`config.mk`:
```
export PLATFORM = sky130hd
export DESIGN_NAME = boot_loader
export DESIGN_NICKNAME = d
export VERILOG_FILES = /design/src/rtl/boot_loader.sv
export SDC_FILE = /design/constraint.sdc
export NUM_CORES = 1
export LEC_CHECK = 0
export ABC_AREA = 0
export CAP_MARGIN = 5
export CORE_ASPECT_RATIO = 1.1
export CORE_MARGIN = 10
export CORE_UTILIZATION = 35
export CTS_BUF_LIST = sky130_fd_sc_hd__clkbuf_8
export DETAILED_ROUTE_END_ITERATION = 8
export DONT_BUFFER_PORTS = 1
export SLEW_MARGIN = 25
export SYNTH_ARGS = -nofsm -noshare
export SYNTH_HDL_FRONTEND = slang
export SYNTH_SLANG_ARGS = --single-unit
```
`constraint.sdc`:
```
create_clock -name clk -period 5.5 [get_ports clk]
set_clock_uncertainty 0.1 [all_clocks]
set_input_delay 0.55 -clock clk [delete_from_list [all_inputs] [get_ports clk]]
set_output_delay 0.55 -clock clk [all_outputs]
set_load 0.005 [all_outputs]
```
`src/rtl/boot_loader.sv`:
```
// Boot loader: receives a word count and program image over a byte stream,
// writes little-endian words to instruction memory and holds the core meanwhile.
module boot_loader #(
  parameter int ADDR_WIDTH     = 10,
  parameter int TIMEOUT_CYCLES = 1000000
) (
  input  logic                  clk,
  input  logic                  rst,
  input  logic                  flash,
  input  logic                  byte_valid,
  input  logic [7:0]            byte_data,
  output logic                  imem_we,
  output logic [ADDR_WIDTH-1:0] imem_addr,
  output logic [31:0]           imem_wdata,
  output logic                  core_hold,
  output logic                  busy,
  output logic                  done,
  output logic                  error
);

  localparam logic [2:0] IDLE  = 3'd0;
  localparam logic [2:0] LEN   = 3'd1;
  localparam logic [2:0] LOAD  = 3'd2;
  localparam logic [2:0] DONE  = 3'd3;
  localparam logic [2:0] ERROR = 3'd4;

  localparam int         TW  = $clog2(TIMEOUT_CYCLES + 1);
  localparam logic [16:0] CAP = 17'(1 << ADDR_WIDTH);

  logic [2:0]            state;
  logic [2:0]            nxt;
  logic                  flash_q;
  logic [1:0]            idx;
  logic [7:0]            len_lo;
  logic [15:0]           len;
  logic [15:0]           n_rx;
  logic [ADDR_WIDTH-1:0] waddr;
  logic [23:0]           shreg;
  logic [TW-1:0]         tcnt;
  logic                  expire;
  logic                  last;
  logic                  start;
  logic                  xfer;

  assign n_rx   = {byte_data, len_lo};
  assign expire = !byte_valid && (tcnt == TW'(TIMEOUT_CYCLES - 1));
  assign last   = (17'(waddr) + 17'd1) == {1'b0, len};
  assign start  = (state == IDLE) && (nxt == LEN);
  assign xfer   = (state == LEN || state == LOAD) && (nxt != ERROR);

  always_comb begin
    nxt = state;
    unique case (state)
      IDLE: if (flash && !flash_q) nxt = LEN;
      LEN: begin
        if (!flash || expire)
          nxt = ERROR;
        else if (byte_valid && idx[0])
          nxt = (n_rx == 16'd0 || {1'b0, n_rx} > CAP) ? ERROR : LOAD;
      end
      LOAD: begin
        if (!flash || expire)
          nxt = ERROR;
        else if (byte_valid && idx == 2'd3 && last)
          nxt = DONE;
      end
      DONE:    nxt = IDLE;
      ERROR:   if (!flash) nxt = IDLE;
      default: nxt = IDLE;
    endcase
  end

  always_ff @(posedge clk or negedge rst) begin
    if (!rst) begin
      state      <= IDLE;
      flash_q    <= 1'b0;
      idx        <= '0;
      len_lo     <= '0;
      len        <= '0;
      waddr      <= '0;
      shreg      <= '0;
      tcnt       <= '0;
      imem_we    <= 1'b0;
      imem_addr  <= '0;
      imem_wdata <= '0;
      core_hold  <= 1'b0;
      busy       <= 1'b0;
      done       <= 1'b0;
      error      <= 1'b0;
    end else begin
      state     <= nxt;
      flash_q   <= flash;
      imem_we   <= 1'b0;
      done      <= (nxt == DONE);
      busy      <= (nxt == LEN || nxt == LOAD || nxt == DONE);
      core_hold <= (nxt != IDLE);
      if (nxt == ERROR)
        error <= 1'b1;
      else if (start)
        error <= 1'b0;
      if (start) begin
        idx   <= '0;
        waddr <= '0;
        tcnt  <= '0;
      end else if (xfer) begin
        if (!byte_valid) begin
          tcnt <= tcnt + 1'b1;
        end else begin
          tcnt <= '0;
          idx  <= idx + 2'd1;
          if (state == LEN) begin
            if (!idx[0]) begin
              len_lo <= byte_data;
            end else begin
              len <= n_rx;
              idx <= '0;
            end
          end else begin
            unique case (idx)
              2'd0: shreg[7:0]   <= byte_data;
              2'd1: shreg[15:8]  <= byte_data;
              2'd2: shreg[23:16] <= byte_data;
              default: begin
                imem_we    <= 1'b1;
                imem_wdata <= {byte_data, shreg};
                imem_addr  <= waddr;
                waddr      <= waddr + 1'b1;
              end
            endcase
          end
        end
      end
    end
  end

endmodule

```
==> results.yml <==
run_status:
  outcome: "finished, final reports clean"
synth:
  syn_avg_cell_area_sq_um: 12.1
  synthesis.nets: 532
  synth_cells: 513
  async_reset_ff_share_pct: 100
  ys_seq_area_share_pct: 52.9
  syn_area_sq_mm: 0.00619
  synth_edf_count: 0
  yosys_warnings: 0
  synth-main-ff-cell: "dfrtp_1"
  ys_seq_elements: 131
  synth_cell_types: 68
timing:
  fmax_ghz: 0.333
  post-route-period-util_pct: 54.6
  tns_ns: 0
  hold_viol: 0
  rsz0062_at_grt: "no"
  max_slew_margin_pct: 35.9
  maxSlewViolCount: 0
  worst_pin_slew_ns: 0.961
  setup_viol: 0
  fin_crit_ns: 3.00
finish:
  seqCellArea_sq_mm: 0.00328
  final_common_cell: "dfrtp_1"
  multi_input_area_sq_mm: 0.00271
  drive_gt1_share_pct: 26.7
  n_fill_cell: 1637
  syn_to_final_growth_pct: 9.56
  fin_nets: 527
  layout_common_cells: "dfrtp_1, mux2_2, nand2_1"
  diodes: 0
pwr:
  p_leak_uw: 0.00309
  cellPowerDensity_mw_per_mm2: 356
  finalPower_uw: 2420
  vdd_drop_max_mv: 0.197
floorplan:
  core_sq_mm: 0.0172
  die_area_sq_mm: 0.0234
  die_w_microns: 147
  io_pins: 59
  start_util_pct: 36.0
  fp.dieH_microns: 160
  rows: 50
clock_tree:
  cts_resized: 0
  cts_root_buffer: "clkbuf_8"
  h-tree-depth: 4
  clk_latency_ns: 0.45
  cts_tree: "done"
  clk_path_buf_depth: 2
  cts_made_buffers: 17
  clock_sinks: 131
  clkTransAtPathRegs_ns: 0.08
worst_setup_path:
  critPathMaxFanout: 11
  startpoint_type: "register"
  r2r_start: "len_lo[4]"
  crit_type: "register to register"
  crit_arrival_ns: 3.24
  end_kind: "register"
  cp.required_ns: 5.73
  rrSetupSlack_ns: 2.50
  crit_end: "len_lo[2]"
  reg2reg_depth: 6
  startpoint: "len_lo[4]"
  r2r_end: "len_lo[2]"
job:
  timing.max_cap.violations: 0
placement:
  gp_congestion: 0.832
  dp_hpwl_microns: 9250
  io_buffers: 0
worst_hold_path:
  hold_path.class: "primary input to register"
global_routing:
  overflow: 0
  grt_pass1_vias: 4042
  antenna_found_initial: 0
  grt_pass1_wl_microns: 22500
  grt_max_degree: 132
  grt.total_usage_pct: 11.8
drt:
  wl_per_cell_microns: 18.0
  drt-vias-per-instance: 5.31
  totalWireLength_microns: 13600
  vias: 4001
  first_pass_iters: 4
  initialDrtViolationCount: 290
  drc: 0
  antenna_left: 0
registers in the layout, indices dropped and copies added (netlist names):
register	cells
imem_we	1
imem_addr	10
len_lo	8
waddr	10
len	16
busy	1
idx	2
done	1
imem_wdata	32
state	3
error	1
core_hold	1
shreg	24
flash_q	1
tcnt	20
critical path: stages (launching register included):
cell	delay [ns]
dfrtp_1	0.43
nor4_1	0.24
and3_1	0.28
mux2i_2	0.63
nand3_4	0.24
or3_1	0.59
mux2_4	0.37
worst min path at each step:
stage | cells after the start | startpoint | end | slack (ns)
2_1_floorplan | 0 | rst | busy | 0.15
3_3_place_gp | 0 | rst | imem_wdata[19] | 0.16
3_5_place_dp | 0 | rst | imem_wdata[19] | 0.16
4_1_cts | 0 | flash | flash_q | 0.002
5_1_grt | 0 | flash | flash_q | 0.002
6_report | 0 | flash | flash_q | 0.04
cells by family (layout without fill, tap and decap cells):
group,Yosys count,in the layout,share of synthesized area (%)
AOI/OAI and AO/OA,79,79,8.59
xor gates and xnor gates,14,14,1.98
adders and majority gates,7,7,1.41
buffers and inverters,39,46,3.29
DFF,131,131,52.9
muxes,88,88,16.8
and+or+nand+nor,155,155,15.0
cell type report:
cell class / count / area share, %
Clock buffer: 18 / 3.65
Clock inverter: 13 / 2.38
Inverter: 11 / 0.609
Multi-Input combinational cell: 343 / 39.9
Sequential cell: 131 / 48.3
Tap cell: 234 / 4.32
Timing Repair Buffer: 4 / 0.775
through the flow:
stage / setup slack [ns] / util [%] / area, sq um / std cells / hold WS (ns)
floorplan: 3.08 / - / 6190 / 513 / 0.154
global placement: 2.52 / 36.8 / 6340 / 721 / 0.159
detailed placement: 2.37 / 36.8 / 6340 / 721 / 0.159
CTS: 2.50 / 39.4 / 6780 / 754 / 0.00201
global route: 2.23 / 39.4 / 6780 / 754 / 0.00176
finish: 2.50 / 39.4 / 6780 / 754 / 0.0393
where the power goes:
group,internal (uW),switching (uW)
logic,174,179
clock network,457,380
registers,1100,125
synthesized netlist by cell type (2+ instances only):
library cell / number / area, sq um
or3b_2: 2 / 17.5
o31ai_1: 7 / 52.6
nor2_1: 25 / 93.8
o21ai_0: 21 / 105
a22o_1: 2 / 17.5
ha_1: 7 / 87.6
and2_1: 6 / 37.5
or3b_1: 2 / 17.5
and3_1: 2 / 12.5
xor2_1: 6 / 52.6
or3_1: 7 / 43.8
o31a_1: 2 / 17.5
inv_1: 11 / 41.3
a21oi_1: 13 / 65.1
nor4_1: 15 / 93.8
mux2_2: 71 / 800
nand2b_1: 2 / 12.5
nand4_1: 9 / 56.3
nand2_1: 35 / 131
nor3_1: 6 / 30.0
mux2_4: 13 / 195
a31oi_1: 9 / 56.3
mux2i_1: 3 / 30.0
nor3_4: 3 / 48.8
clkbuf_1: 9 / 33.8
nand3_1: 14 / 70.1
nor4_4: 2 / 42.5
and2b_1: 4 / 30.0
xnor2_1: 8 / 70.1
buf_6: 2 / 22.5
dfrtp_1: 131 / 3280
buf_4: 5 / 37.5
o211ai_1: 3 / 22.5
a21o_1: 2 / 15.0
o21a_1: 6 / 45.0
or4_1: 6 / 45.0
a211oi_1: 2 / 15.0
nor2b_1: 2 / 12.5
buf_2: 9 / 45.0
routing by layer:
metal | share of wire, % | vias up | wire, microns | GRT usage (%)
met3 | 7.5 | 15 | 1010 | 4.74
met2 | 47 | 101 | 6330 | 17.6
met4 | 1.5 | 0 | 201 | 4.69
li1 | - | 1858 | - | -
met5 | 0 | - | 0 | 0
met1 | 44 | 2027 | 6030 | 14.9
timing repair:
action / 4_1_cts / 5_1_grt
setup buffers: 0 / 0
hold buffers: 2 / 0
endpoints found under the hold margin: 131 / 0
(Power assumes the default switching activity.)
